[src/rtl/spi_cmd_seq.sv]
// Register-request sequencer in front of the 16-bit SPI master: turns write/read/verify
// requests into framed SPI commands, spaces frames, watches for stalls, returns status.
module spi_cmd_seq #(
    parameter int unsigned GAP_CYC = 4,
    parameter int unsigned TIMEOUT = 1023
) (
    input  logic        clk,
    input  logic        rst_n,
    input  logic        req,
    input  logic [1:0]  op,
    input  logic [5:0]  addr,
    input  logic [7:0]  wdata,
    output logic        busy,
    output logic        rsp_vld,
    output logic [15:0] rsp_data,
    output logic        err,
    output logic        wrt,
    output logic [15:0] cmd,
    input  logic        done,
    input  logic [15:0] data
);

    localparam int unsigned TW = 16;
    localparam int unsigned GW = 8;
    localparam logic [1:0] OP_WR  = 2'b00;
    localparam logic [1:0] OP_RD  = 2'b01;
    localparam logic [1:0] OP_WV  = 2'b10;

    typedef enum logic [2:0] {IDLE, ISSUE, WAIT, GAP, RESP} state_t;

    state_t          state;
    logic [1:0]      op_q;
    logic [5:0]      addr_q;
    logic [7:0]      wdata_q;
    logic [1:0]      idx;
    logic [TW-1:0]   tcnt;
    logic [GW-1:0]   gcnt;

    // Frame word for position f of the sequence belonging to operation o.
    function automatic logic [15:0] frame(input logic [1:0] o, input logic [1:0] f,
                                          input logic [5:0] a, input logic [7:0] w);
        logic [15:0] fw;
        fw = 16'h0000;
        case (o)
            OP_WR:   fw = {2'b10, a, w};
            OP_RD:   fw = (f == 2'd0) ? {2'b00, a, 8'h00} : 16'h0000;
            OP_WV: begin
                if (f == 2'd0)      fw = {2'b10, a, w};
                else if (f == 2'd1) fw = {2'b00, a, 8'h00};
                else                fw = 16'h0000;
            end
            default: fw = 16'h0000;
        endcase
        return fw;
    endfunction

    function automatic logic [1:0] last_idx(input logic [1:0] o);
        logic [1:0] l;
        case (o)
            OP_RD:   l = 2'd1;
            OP_WV:   l = 2'd2;
            default: l = 2'd0;
        endcase
        return l;
    endfunction

    always_ff @(posedge clk) begin
        if (!rst_n) begin
            state    <= IDLE;
            op_q     <= 2'b00;
            addr_q   <= 6'h00;
            wdata_q  <= 8'h00;
            idx      <= 2'd0;
            tcnt     <= '0;
            gcnt     <= '0;
            busy     <= 1'b0;
            rsp_vld  <= 1'b0;
            rsp_data <= 16'h0000;
            err      <= 1'b0;
            wrt      <= 1'b0;
            cmd      <= 16'h0000;
        end else begin
            case (state)
                IDLE: begin
                    cmd <= 16'h0000;
                    if (req) begin
                        op_q    <= op;
                        addr_q  <= addr;
                        wdata_q <= wdata;
                        idx     <= 2'd0;
                        busy    <= 1'b1;
                        if (op == 2'b11) begin
                            state    <= RESP;
                            rsp_vld  <= 1'b1;
                            err      <= 1'b1;
                            rsp_data <= 16'h0000;
                        end else begin
                            state <= ISSUE;
                            wrt   <= 1'b1;
                            cmd   <= frame(op, 2'd0, addr, wdata);
                        end
                    end
                end
                ISSUE: begin
                    wrt   <= 1'b0;
                    tcnt  <= '0;
                    state <= WAIT;
                end
                WAIT: begin
                    if (done) begin
                        if (idx == last_idx(op_q)) begin
                            state   <= RESP;
                            rsp_vld <= 1'b1;
                            cmd     <= 16'h0000;
                            case (op_q)
                                OP_WR: begin
                                    rsp_data <= 16'h0000;
                                    err      <= 1'b0;
                                end
                                OP_RD: begin
                                    rsp_data <= data;
                                    err      <= 1'b0;
                                end
                                default: begin
                                    rsp_data <= data;
                                    err      <= (data[7:0] != wdata_q);
                                end
                            endcase
                        end else begin
                            state <= GAP;
                            gcnt  <= '0;
                            idx   <= idx + 2'd1;
                        end
                    end else if (tcnt == TW'(TIMEOUT - 1)) begin
                        // Stalled transfer: drop remaining frames and report abort.
                        state    <= RESP;
                        rsp_vld  <= 1'b1;
                        err      <= 1'b1;
                        rsp_data <= 16'h0000;
                        cmd      <= 16'h0000;
                    end else begin
                        tcnt <= tcnt + TW'(1);
                    end
                end
                GAP: begin
                    if (gcnt == GW'(GAP_CYC - 1)) begin
                        state <= ISSUE;
                        wrt   <= 1'b1;
                        cmd   <= frame(op_q, idx, addr_q, wdata_q);
                    end else begin
                        gcnt <= gcnt + GW'(1);
                    end
                end
                RESP: begin
                    rsp_vld  <= 1'b0;
                    busy     <= 1'b0;
                    err      <= 1'b0;
                    rsp_data <= 16'h0000;
                    state    <= IDLE;
                end
                default: state <= IDLE;
            endcase
        end
    end

endmodule

[config.mk]
export PLATFORM = sky130hd
export DESIGN_NAME = spi_cmd_seq
export DESIGN_NICKNAME = d
export VERILOG_FILES = /design/src/rtl/spi_cmd_seq.sv
export SDC_FILE = /design/constraint.sdc
export NUM_CORES = 1
export LEC_CHECK = 0
export CAP_MARGIN = 25
export CORE_MARGIN = 10
export CORE_UTILIZATION = 25
export DETAILED_ROUTE_END_ITERATION = 16
export HOLD_SLACK_MARGIN = 0.08
export PLACE_DENSITY_LB_ADDON = 0.3
export SLEW_MARGIN = 0
export SYNTH_ARGS = -nofsm -noshare
export SYNTH_HDL_FRONTEND = slang
export SYNTH_SLANG_ARGS = --single-unit
[constraint.sdc]
create_clock -name clk -period 4.5 [get_ports clk]
set_input_delay 0.9 -clock clk [delete_from_list [all_inputs] [get_ports clk]]
set_output_delay 0.9 -clock clk [all_outputs]
set_load 0.03 [all_outputs]
==> results of run 1 <==
-- registers in the layout, summed over array words and instances, names as in the netlist, 3 cells and up --
register	cells
cmd	15
wdata_q	8
addr_q	6
rsp_data	16
gcnt	8
tcnt	16
state	3
-- tightest hold or removal path, delay by kind of cell, from the launching register on --
family,cells,cell delay (ns)
flops,1,0.31
buf+inv,1,0.05
compound gates,1,0.05
-- through the flow --
| step | power, mW | setup WS [ns] | instance area [um^2] |
|---|---|---|---|
| 5_1_grt | 2.134 | 1.588 | 5050 |
| 2_1_floorplan | 1.180 | 2.502 | 3933 |
| 6_report | 2.028 | 1.698 | 5050 |
| 4_1_cts | 2.059 | 1.712 | 5050 |
| 3_5_place_dp | 1.349 | 1.361 | 4765 |
| 3_3_place_gp | 1.330 | 1.269 | 4735 |
-- kinds of logic after synthesis --
| kind of cell | Yosys count |
|---|---|
| and+or+nand+nor | 172 |
| AOI/OAI and AO/OA | 115 |
| DFF | 80 |
| buffers and inverters | 44 |
| muxes | 19 |
| xor gates and xnor gates | 16 |
| adders and majority gates | 4 |
| other | 1 |
-- cells in the mapped netlist (4+ instances only) --
library cell	count	share of area [%]
sky130_fd_sc_hd__dfxtp_1	80	41
sky130_fd_sc_hd__nand2_1	71	6.8
sky130_fd_sc_hd__a21oi_1	55	7.0
sky130_fd_sc_hd__nand3_1	21	2.7
sky130_fd_sc_hd__mux2i_1	19	4.8
sky130_fd_sc_hd__nor2_1	17	1.6
sky130_fd_sc_hd__a311oi_1	16	3.6
sky130_fd_sc_hd__or3_1	15	2.4
sky130_fd_sc_hd__clkbuf_1	13	1.2
sky130_fd_sc_hd__inv_1	11	1.0
sky130_fd_sc_hd__xnor2_1	9	2.0
sky130_fd_sc_hd__a22oi_1	8	1.5
sky130_fd_sc_hd__o21ai_0	8	1.0
sky130_fd_sc_hd__a32oi_1	6	1.3
sky130_fd_sc_hd__and3_1	6	0.95
sky130_fd_sc_hd__nand4_1	6	0.95
sky130_fd_sc_hd__o21ai_1	6	0.76
sky130_fd_sc_hd__xor2_1	6	1.3
sky130_fd_sc_hd__buf_2	5	0.64
sky130_fd_sc_hd__buf_4	5	0.95
sky130_fd_sc_hd__buf_6	5	1.4
sky130_fd_sc_hd__nor3_1	5	0.64
sky130_fd_sc_hd__ha_1	4	1.3
sky130_fd_sc_hd__nand2b_1	4	0.64
-- final timing paths --
path	end	from	cells after the start	slack (ns)
max	rsp_data[14]$_SDFFE_PN0P_	req	7	1.70
min	rsp_vld$_SDFFE_PN0P_	rsp_vld$_SDFFE_PN0P_	2	0.46
max reg2reg	rsp_data[14]$_SDFFE_PN0P_	state[1]$_SDFFE_PN0P_	6	2.03
min reg2reg	rsp_vld$_SDFFE_PN0P_	rsp_vld$_SDFFE_PN0P_	2	0.46
-- report_power, final --
group / total (mW) / switching, mW / internal [mW] / leakage (nW)
clock: 0.695 / 0.288 / 0.407 / 0.136
sequential: 0.824 / 0.0558 / 0.769 / 0.651
combinational: 0.508 / 0.292 / 0.217 / 0.965
-- final cells by class --
class / count / area, um^2
inverters: 11 / 41.29
well taps: 211 / 264.0
clock buffers: 13 / 260.3
multi-input cells: 327 / 2097
fillers: 1584 / 10260
flip-flops and latches: 80 / 1602
repair buffers: 76 / 760.7
clock inverters: 3 / 25.02
-- per-layer routing --
metal | global-route usage, % | wire length (um) | part of all wire [%] | vias up
li1 | - | - | - | 1730
met1 | 13.47 | 5278 | 50 | 1636
met2 | 14.79 | 4740 | 44 | 78
met3 | 2.732 | 505 | 4.7 | 7
met4 | 4.095 | 132 | 1.2 | 0
met5 | 0 | 0 | 0 | -
==> results by stage, run 1 <==
Synth:
- In the synthesized netlist the async set-or-reset flop fraction comes to 0%.
- The synthesized design contains 0 enable-type register cells.
- After synthesis, the largest family of logic cells by area is simple AND/OR/NAND/NOR gates.
- Summing the areas of all compound-gate instances in the mapped netlist gives 18.77% of the synthesized area.
- The simple-gate portion of the synthesized area is 24.44%.
- The synthesized area per cell is 8.720 um^2.
- After Yosys synthesis, full adders, half adders and majority gates account for 1.273% of the synthesized area.
- The register area share after synthesis is between 40% and 50%.
- The synthesized cell area is 3933 um^2.
- The number of register bits inferred by synthesis is 80.
- Counting every instance in the synthesized netlist gives approximately 450.
- The net count after synthesis is around 490.
- The synthesized netlist contains 62 unique library cells.
- The fraction of synthesized area in multiplexers is under 10%.
- The top flip-flop cell by instance count after synthesis is sky130_fd_sc_hd__dfxtp_1.
- The total of warnings raised by yosys is 0.
- After Yosys synthesis, XOR and XNOR cells account for under 10% of the synthesized area.

Floorplan:
- Measured along the y axis, the die boundary spans 145.4 um.
- The total area inside the core boundary comes to 15310 um^2.
- The floorplan has 45 rows.
- The floorplan step defined a die boundary enclosing 21150 um^2.
- The die width is 145.4 um.
- The initial utilization of the core area, before any placement, comes to 25.68%.
- 72 I/O pins were placed.

Clock tree:
- The buffer levels on the longest clock path is 2.
- The source-to-sink clock delay at the later pin of the worst-skew pair is 0.34 ns.
- The H-tree depth is 3.
- The root buffer selected by CTS is sky130_fd_sc_hd__clkbuf_16.
- The clock slew seen by the registers of the worst setup and hold paths is 0.06 ns.
- The number of buffers added by the clock tree synthesis step is 9.
- The total clock sinks is 80.
- Hold repair after CTS inserted 0 buffers.
- The clock tree from TritonCTS is done.
- Post-CTS timing repair inserted 0 buffers for setup.
- The number of gates resized after CTS was 0.

Worst hold path:
- The tightest min-delay check is of the flip-flop to flip-flop type.

Finish:
- Cells with a size suffix above 1 make up 7.843% of the layout.
- The number of diodes is 0.
- Compared with the post-synthesis result, the final layout area differs by 28.41%.
- In the layout the commonest cells are sky130_fd_sc_hd__dfxtp_1 (80), sky130_fd_sc_hd__nand2_1 (71), sky130_fd_sc_hd__clkdlybuf4s50_1 (70), sky130_fd_sc_hd__a21oi_1 (55), sky130_fd_sc_hd__nand3_1 (21).
- The number of nets in the layout is 545.
- The most common library cell in the layout ignoring fill and taps is sky130_fd_sc_hd__dfxtp_1.
- After the flow finishes, the layout carries non-filler instances totaling 721.
- The final standard cell utilization of the core is 32.97%.

Worst setup path:
- STA classifies the critical path startpoint as an input port.
- The startpoint-to-endpoint class of the critical path is input port to flip-flop.
- The kind of cell adding the most delay to the critical path is buffers and inverters.
- Walking the worst path, the cells encountered are clkdlybuf4s50_1 > a311oi_1 > a211o_1 > a31oi_1 > nand2b_1 > buf_8 > mux2i_1.
- The standard cell with the maximum stage delay on the critical path is sky130_fd_sc_hd__clkdlybuf4s50_1.
- STA classifies the critical path endpoint as a flip-flop.
- The number of buffers and inverters on the critical path is 2.
- STA puts the critical path data arrival time at slightly above 3 ns.
- For the worst setup path, the data required time is 4.76 ns.
- In this run the worst path has a maximum fanout of 10.
- The largest stage delay on the critical path is 0.64 ns.

Timing:
- The final critical-path required period is approximately 2.8 ns.
- Timing would allow up to roughly 0.36 GHz.
- At the pin with the least slew margin, the transition time is 0.7495 ns.
- The final critical path takes up 62.28% of the cycle.
- The number of hold-slack violations in the final timing report was 0.
- The final max-slew violation count came to 0.
- The remaining max-slew budget at the tightest pin is between 50 and 60%.
- The worst hold margin is 0.4565 ns.
- Setup repair after global routing left no endpoint under its margin.
- Across the routed clock network, the largest skew measured is 0.009628 ns.
- After routing, the total negative slack on setup checks comes to 0 ns.
- The count of final setup violators is 0.

Drt:
- The post-route antenna net violation count is 0.
- For this run, the detailed router's first-pass iteration total came to 6.
- The number of DRC markers in iteration 0 is 225.
- After detailed routing, the number of remaining DRC violations is 0.
- The total wirelength of the detailed-routed design is 10.66 mm.
- The average routed wire per standard cell is 14.78 um.
- Dividing the detail-routed via count by the number of cells gives 4.786.
- Detailed routing inserted a total of around 3500 vias.

Global routing:
- The largest net degree at the start of global routing is 42.
- The global-route usage over all layers is 10.03%.
- The via count of the first global-routing pass was 3295.
- The first global-routing pass estimated around 17 mm of wire.
- The leftover overflow at the end of global routing is 0.
- The initial antenna violation count is 0.

Run status:
- The run finished with clean final reports.

Placement:
- The detailed placer's ending HPWL is between 7 and 8 mm.
- The routability congestion estimate is 0.8122.
- The number of placed cells counting well taps is 705.
- The number of port buffers is 70.

Power and ir drop:
- The analysis attributes to cell leakage a power of 1.752 nW.
- Power spread over the standard cell area amounts to 401.6 nW/um^2.
- The worst-case IR drop observed on VDD is 0.0001744 V.

Flow run:
- Across the run, the number of max-cap violations was 0.
(Power assumes the default switching activity.)
==> inputs of run 2 (changes only) <==
Clock period 4.5 ns to 2.7 ns, I/O delays scaled along.
==> run 2 against run 1 <==
  * Count of clock-buffer cells in the layout is the same
  * Non-clock buffer count is 5 higher
  * Largest cell class unchanged
  * Sequential power is 66% higher
==> results by stage, run 2 (same netlist as run 1, synthesis figures left out) <==
Finish:
- The largest registers in the layout are rsp_data (16), tcnt (16), cmd (15).
- The most common library cell in the layout ignoring fill and taps is sky130_fd_sc_hd__dfxtp_1.
- The number of nets in the layout is 550 (+0.92%).
- The synthesis-to-finish area growth is 29.21%.
- The proportion of layout cells with a drive suffix above 1 was 8.932% (+1.1 points).
- The number of diodes was 0 (unchanged).
- In the layout the commonest cells are sky130_fd_sc_hd__dfxtp_1 (80), sky130_fd_sc_hd__nand2_1 (71), sky130_fd_sc_hd__clkdlybuf4s50_1 (70), sky130_fd_sc_hd__a21oi_1 (55), sky130_fd_sc_hd__nand3_1 (21).
- The count of fill cells added during filler insertion came to 1590 (+0.38%).

Floorplan:
- The die width is 145.4 um (unchanged).
- The floorplan die area is 21150 um^2 (unchanged).
- The number of I/O pins is 72 (unchanged).
- The placement row count came to 45 (unchanged).
- The effective utilization at floorplan is 25.68% (unchanged).
- The height of the die is 145.4 um (unchanged).
- The area of the core was 15310 um^2 (unchanged).

Timing:
- The number of hold-slack violations in the final timing report was 0 (unchanged).
- The remaining max-slew budget at the tightest pin is 60.73% (+11 points).
- The slew at the pin closest to its max-slew limit is 0.5890 ns (-0.1605 ns).
- The clock skew is 0.009936 ns (+0.0003080 ns).
- The worst hold margin is 0.4476 ns (-0.008893 ns).
- The post-route fraction of the period consumed by the critical path is 82.01%.
- Setup repair after global routing left no endpoint under its margin.
- After layout, the minimum clock period comes to approximately 2.2 ns.
- The count of final setup violators is 0 (unchanged).
- For this run, the top clock speed supported by timing is 0.4516 GHz.
- The setup TNS was 0 ns (unchanged).
- The final max-slew violation count is 0 (unchanged).

Clock tree:
- The H-tree depth is 3 (unchanged).
- The clock slew seen by the registers of the worst setup and hold paths is 0.06 ns (about the same).
- The number of buffers added by the clock tree synthesis step is 9 (unchanged).
- The source-to-sink clock delay at the later pin of the worst-skew pair came to 0.34 ns (about the same).
- CTS placed an instance of sky130_fd_sc_hd__clkbuf_16 at the clock tree root.
- TritonCTS built the clock tree.
- The count of cells resized by post-cts repair was 0 (unchanged).
- The total clock sinks is 80 (unchanged).
- The hold buffer count at CTS came to 0 (unchanged).
- The buffer levels on the longest clock path is 2 (unchanged).
- The post-CTS repair timing setup buffer count is 0 (unchanged).

Global routing:
- The via count of the first global-routing pass was 3262 (-1.0%).
- The global-route usage over all layers is 9.856% (-0.18 points).
- The first-pass GRT wire length came to 17.17 mm (-1.3%).
- The leftover overflow at the end of global routing was 0 (unchanged).
- The largest net degree at the start of global routing is 35 (-17%).
- The initial antenna violation count was 0 (unchanged).

Worst setup path:
- The required time reported for the critical path endpoint is 2.97 ns (-1.79 ns).
- The startpoint-to-endpoint class of the critical path is flip-flop to flip-flop.
- The endpoint of the worst register-to-register path is rsp_data[12]$_SDFFE_PN0P_.
- The kind of end point of the critical path is a flip-flop.
- The cell depth of the worst flop-to-flop path is 5 (-1).
- The critical path arrival is 2.49 ns (-0.57 ns).
- The origin of the critical flop-to-flop path is state[1]$_SDFFE_PN0P_.
- The most critical setup path has its startpoint at state[1]$_SDFFE_PN0P_.
- The maximum fanout along the worst path is 16 (+6).
- The register-to-register setup slack was 0.49 ns (-1.54 ns).
- The launching element type of the critical path is a flip-flop.

Power and ir drop:
- The total power density per cell area is 671.8 nW/um^2 (+67%).
- The largest vdd supply drop is 0.0003859 V (+120%).
- The leakage power total is 1.771 nW (+1.1%).

Flow run:
- The count of max-cap constraint violations is 0 (unchanged).

Drt:
- The number of vias per cell after detailed routing was 4.751 (-0.75%).
- The post-route antenna net violation count is 0 (unchanged).
- The first-pass detailed-route iteration total is 4 (-2).
- The average routed wire per standard cell is 14.62 um (-1.1%).
- The number of DRC violations after detailed routing is 0 (unchanged).
- The total wirelength of the detailed-routed design is 10.62 mm (-0.38%).
- The via total after detailed routing is 3449 (-0.058%).
- The number of DRC markers in iteration 0 came to 190 (-16%).

Placement:
- The number of port buffers was 70 (unchanged).
- The detailed placer's ending HPWL came to 7.862 mm (+0.87%).
- The routability congestion estimate is 0.8049 (-0.90%).

Worst hold path:
- For hold timing, the worst endpoint is rsp_vld$_SDFFE_PN0P_.
- In this run the worst hold path is classified as flip-flop to flip-flop.
- The startpoint of the worst hold path is rsp_vld$_SDFFE_PN0P_.
- The hold path depth is 2 (unchanged).

Run status:
- The run finished with clean final reports.
## run 2: cell count changes in the layout (fill, tap and decap cells not counted)
| cell | previous run | this run |
|---|---|---|
| sky130_fd_sc_hd__buf_4 | 4 | 11 |
| sky130_fd_sc_hd__clkinvlp_4 | 1 | 2 |
| sky130_fd_sc_hd__buf_8 | 2 | 0 |
| sky130_fd_sc_hd__clkbuf_1 | 2 | 1 |
| sky130_fd_sc_hd__clkbuf_8 | 2 | 3 |
| sky130_fd_sc_hd__clkinv_4 | 1 | 0 |
## run 2: power by group
part | switching, mW | internal [mW] | total [mW]
combinational | 0.484 | 0.367 | 0.851
sequential | 0.0928 | 1.28 | 1.37
clock | 0.487 | 0.702 | 1.19
## run 2: worst max path at each step
stage	to	slack (ns)	cells after the start
after floorplan	rsp_data[0]$_SDFFE_PN0P_	0.98	9
after global placement	rsp_data[4]$_SDFFE_PN0P_	0.26	7
after detailed placement	rsp_data[12]$_SDFFE_PN0P_	0.21	6
after CTS	rsp_data[12]$_SDFFE_PN0P_	0.48	5
after global routing	rsp_data[11]$_SDFFE_PN0P_	0.31	5
final	rsp_data[12]$_SDFFE_PN0P_	0.49	5
## run 2: area by class of cell
type / count / area, um^2 / share of cell area [%]
Multi-Input combinational cell: 327 / 2097 / 41.27
Sequential cell: 80 / 1602 / 31.52
Timing Repair Buffer: 81 / 783.3 / 15.41
Clock buffer: 13 / 270.3 / 5.319
Tap cell: 211 / 264.0 / 5.196
Inverter: 11 / 41.29 / 0.8126
Clock inverter: 3 / 23.77 / 0.4679
## run 2: per-stage QoR
stage          utilization [%]  instance area (um^2)  setup slack (ns)  power (mW)  std cells
4_1_cts                  33.18                  5081            0.4841       3.460        726
3_3_place_gp             31.26                  4787            0.2565       2.242        710
6_report                 33.18                  5081            0.4856       3.414        726
3_5_place_dp             31.26                  4787            0.2118       2.255        710
5_1_grt                  33.18                  5081            0.3101       3.587        726
2_1_floorplan                -                  3933            0.9816       1.966        451
## run 2: routing by layer
metal | track usage, % | vias to the layer above | part of all wire (%)
met5 | 0 | - | 0
met4 | 4.398 | 0 | 1.7
met3 | 2.763 | 12 | 4.9
met2 | 14.67 | 75 | 44
met1 | 12.93 | 1618 | 49
li1 | - | 1744 | -
## run 2: critical path: stages, from the launching register on
cell and delay (ns):
sky130_fd_sc_hd__dfxtp_1 0.62, sky130_fd_sc_hd__or3b_4 0.51, sky130_fd_sc_hd__nor2_4 0.18, sky130_fd_sc_hd__o21a_1 0.53, sky130_fd_sc_hd__nand3_1 0.16, sky130_fd_sc_hd__mux2i_1 0.15
==> inputs of run 3 (changes only) <==
Clock period 2.7 ns to 1.8 ns, I/O delays scaled along.
==> run 3 against run 2 <==
  * The flow now finishes with violations (negative setup slack)
  * Worst hold slack gained 0.0078 ns
  * Critical path depth rose by 3
  * Fmax is 22% higher
  * Register-to-register slack got worse by 0.50 ns
  * Core utilization is 5.7 points higher
  * Routed wire length increased by 15%
==> results by stage, run 3 (same netlist as run 1, synthesis figures left out) <==
Finish:
- The proportion of layout cells with a drive suffix above 1 was 24.87% (+16 points).
- The largest registers in the layout are rsp_data (16), tcnt (16), cmd (15).
- The final standard cell utilization of the core came to 38.86% (+5.7 points).
- The number of standard cells in the final layout excluding fillers is 786 (+8.3%).
- The top cell types in the final layout, fill and taps aside, are sky130_fd_sc_hd__dfxtp_1 (73), sky130_fd_sc_hd__nand2_1 (71), sky130_fd_sc_hd__clkdlybuf4s50_1 (65), sky130_fd_sc_hd__buf_4 (57), sky130_fd_sc_hd__a21oi_1 (47).
- The count of fill cells added during filler insertion is 1527 (-4.0%).
- The number of nets in the layout was 611 (+11%).
- The most common library cell in the layout ignoring fill and taps is sky130_fd_sc_hd__dfxtp_1.
- The synthesis-to-finish area growth is 51.35%.
- The number of diodes is 0 (unchanged).

Placement:
- The detailed placer's ending HPWL is 8.510 mm (+8.3%).
- The routability congestion estimate is 0.8324 (+3.4%).
- The number of placed cells counting well taps came to 751 (+5.8%).
- The number of port buffers is 70 (unchanged).
- The pre-CTS worst setup slack is -0.2460 ns (-0.4577 ns).

Flow run:
- The count of max-cap constraint violations is 0 (unchanged).

Global routing:
- The first-pass GRT wire length came to 19.51 mm (+14%).
- The leftover overflow at the end of global routing is 0 (unchanged).
- The initial antenna violation count is 0 (unchanged).
- The largest net degree at the start of global routing is 39 (+11%).
- The via count of the first global-routing pass is 3745 (+15%).
- The global-route usage over all layers is 11.21% (+1.4 points).

Timing:
- Setup repair after global routing could not meet its margin everywhere.
- The final setup slack of the worst path was -0.01792 ns (-0.5035 ns).
- The number of hold-slack violations in the final timing report was 0 (unchanged).
- The count of final setup violators is 4 (+4).
- The setup TNS is -0.02404 ns (-0.02404 ns).
- The final max-slew violation count is 0 (unchanged).
- The clock skew was 0.008287 ns (-0.001649 ns).
- The post-route fraction of the period consumed by the critical path is 101.0% (+19 points).
- The highest attainable clock frequency came to 0.5501 GHz (+22%).
- The final critical-path required period is 1.818 ns (-0.3965 ns).

Floorplan:
- The number of I/O pins came to 72 (unchanged).
- The effective utilization at floorplan is 25.68% (unchanged).
- The floorplan die area is 21150 um^2 (unchanged).
- The height of the die is 145.4 um (unchanged).
- The die width came to 145.4 um (unchanged).
- The placement row count came to 45 (unchanged).
- The area of the core came to 15310 um^2 (unchanged).

Drt:
- The via total after detailed routing was 3725 (+8.0%).
- The number of DRC markers in iteration 0 was 182 (-4.2%).
- The average routed wire per standard cell is 15.57 um (+6.5%).
- The post-route antenna net violation count came to 0 (unchanged).
- The number of vias per cell after detailed routing is 4.739 (-0.24%).
- The total wirelength of the detailed-routed design was 12.24 mm (+15%).
- The first-pass detailed-route iteration total was 4 (unchanged).
- The number of DRC violations after detailed routing is 0 (unchanged).

Worst hold path:
- The terminating pin of the worst hold path is addr_q[4]$_SDFFE_PN0P_.
- The classification of the worst-slack hold path is flip-flop to flip-flop.
- The hold path depth is 2 (unchanged).
- In this run the most critical hold path is launched from addr_q[4]$_SDFFE_PN0P_.

Power and ir drop:
- The total power density per cell area is 953.0 nW/um^2 (+42%).
- The overall power is 5.672 mW (+66%).
- The largest vdd supply drop came to 0.0004796 V (+24%).
- The leakage power total is 2.277 nW (+29%).

Worst setup path:
- The maximum fanout along the worst path is 8 (-8).
- The worst register-to-register path begins at state[2]$_SDFFE_PN0P_.
- The register-to-register setup slack is -0.02 ns (-0.50 ns).
- STA classifies the critical path startpoint as a flip-flop.
- The endpoint identified for the worst register-to-register timing path is cmd[15]$_SDFFE_PN0P_.
- The kind of end point of the critical path is a flip-flop.
- The critical path in this run is classified as flip-flop to flip-flop.
- The cell depth of the worst flop-to-flop path is 8 (+3).
- The critical path arrival is 2.08 ns (-0.41 ns).
- The required time reported for the critical path endpoint came to 2.06 ns (-0.91 ns).
- In this run the worst setup path begins at state[2]$_SDFFE_PN0P_.

Run status:
- The flow ran to the end, but the final reports show violations.
- The checks that failed: negative setup slack.

Clock tree:
- The hold buffer count at CTS came to 0 (unchanged).
- The clock slew seen by the registers of the worst setup and hold paths came to 0.06 ns (about the same).
- The number of buffers added by the clock tree synthesis step is 9 (unchanged).
- The tree is rooted in a sky130_fd_sc_hd__clkbuf_16.
- The total clock sinks is 80 (unchanged).
- The clock tree from TritonCTS is done.
- The H-tree depth is 3 (unchanged).
- The buffer levels on the longest clock path was 2 (unchanged).
- The source-to-sink clock delay at the later pin of the worst-skew pair was 0.35 ns (about the same).
-- run 3: power breakdown --
part	total, mW	leakage, nW	switching (mW)	internal [mW]
registers	2.04	0.654	0.111	1.93
logic	1.75	1.47	0.916	0.834
clock network	1.89	0.148	0.742	1.14
-- run 3: area by class of cell --
class	instances	area (um^2)	share of cell area, %
repair buffers	141	1415	23.78
well taps	211	264.0	4.436
clock buffers	11	252.7	4.246
flip-flops and latches	80	1613	27.10
inverters	11	41.29	0.6937
clock inverters	4	51.30	0.8619
multi-input cells	328	2315	38.89
-- run 3: repair_timing --
| action | 4_1_cts | 5_1_grt |
|---|---|---|
| setup buffers | 12 | 4 |
| cloned | 4 | 1 |
| pin swaps | 29 | 17 |
| setup endpoints to repair | 44 | 50 |
| resized for setup | 43 | 18 |
-- run 3: routing by layer --
layer | GRT usage [%] | vias to the layer above | routed length, um
li1 | - | 1862 | -
met1 | 14.26 | 1764 | 5747
met2 | 17.44 | 85 | 5697
met3 | 2.887 | 14 | 569
met4 | 4.954 | 0 | 226
met5 | 0 | - | 0
-- run 3: how the worst max path moves through the flow --
stage	endpoint	slack, ns	depth (start not counted)
floorplan	rsp_data[0]$_SDFFE_PN0P_	0.08	9
global placement	rsp_data[4]$_SDFFE_PN0P_	-0.22	7
detailed placement	rsp_data[2]$_SDFFE_PN0P_	-0.25	7
CTS	cmd[11]$_SDFFE_PN0P_	-0.03	9
global route	cmd[4]$_SDFFE_PN0P_	-0.15	9
finish	cmd[15]$_SDFFE_PN0P_	-0.02	8
-- run 3: critical path, cell delays in order, from the launching register on --
cell,delay [ns]
sky130_fd_sc_hd__dfxtp_4,0.35
sky130_fd_sc_hd__or3b_4,0.41
sky130_fd_sc_hd__buf_6,0.14
sky130_fd_sc_hd__nor2_4,0.10
sky130_fd_sc_hd__a22oi_2,0.07
sky130_fd_sc_hd__buf_6,0.15
sky130_fd_sc_hd__buf_12,0.13
sky130_fd_sc_hd__buf_16,0.14
sky130_fd_sc_hd__a311oi_2,0.23
-- run 3: per-stage QoR --
step	hold WS (ns)	area, um^2
after floorplan	0.4365	3933
after global placement	0.4448	5170
after detailed placement	0.4506	5170
after CTS	0.4595	5849
after global routing	0.4766	5952
final	0.4554	5952
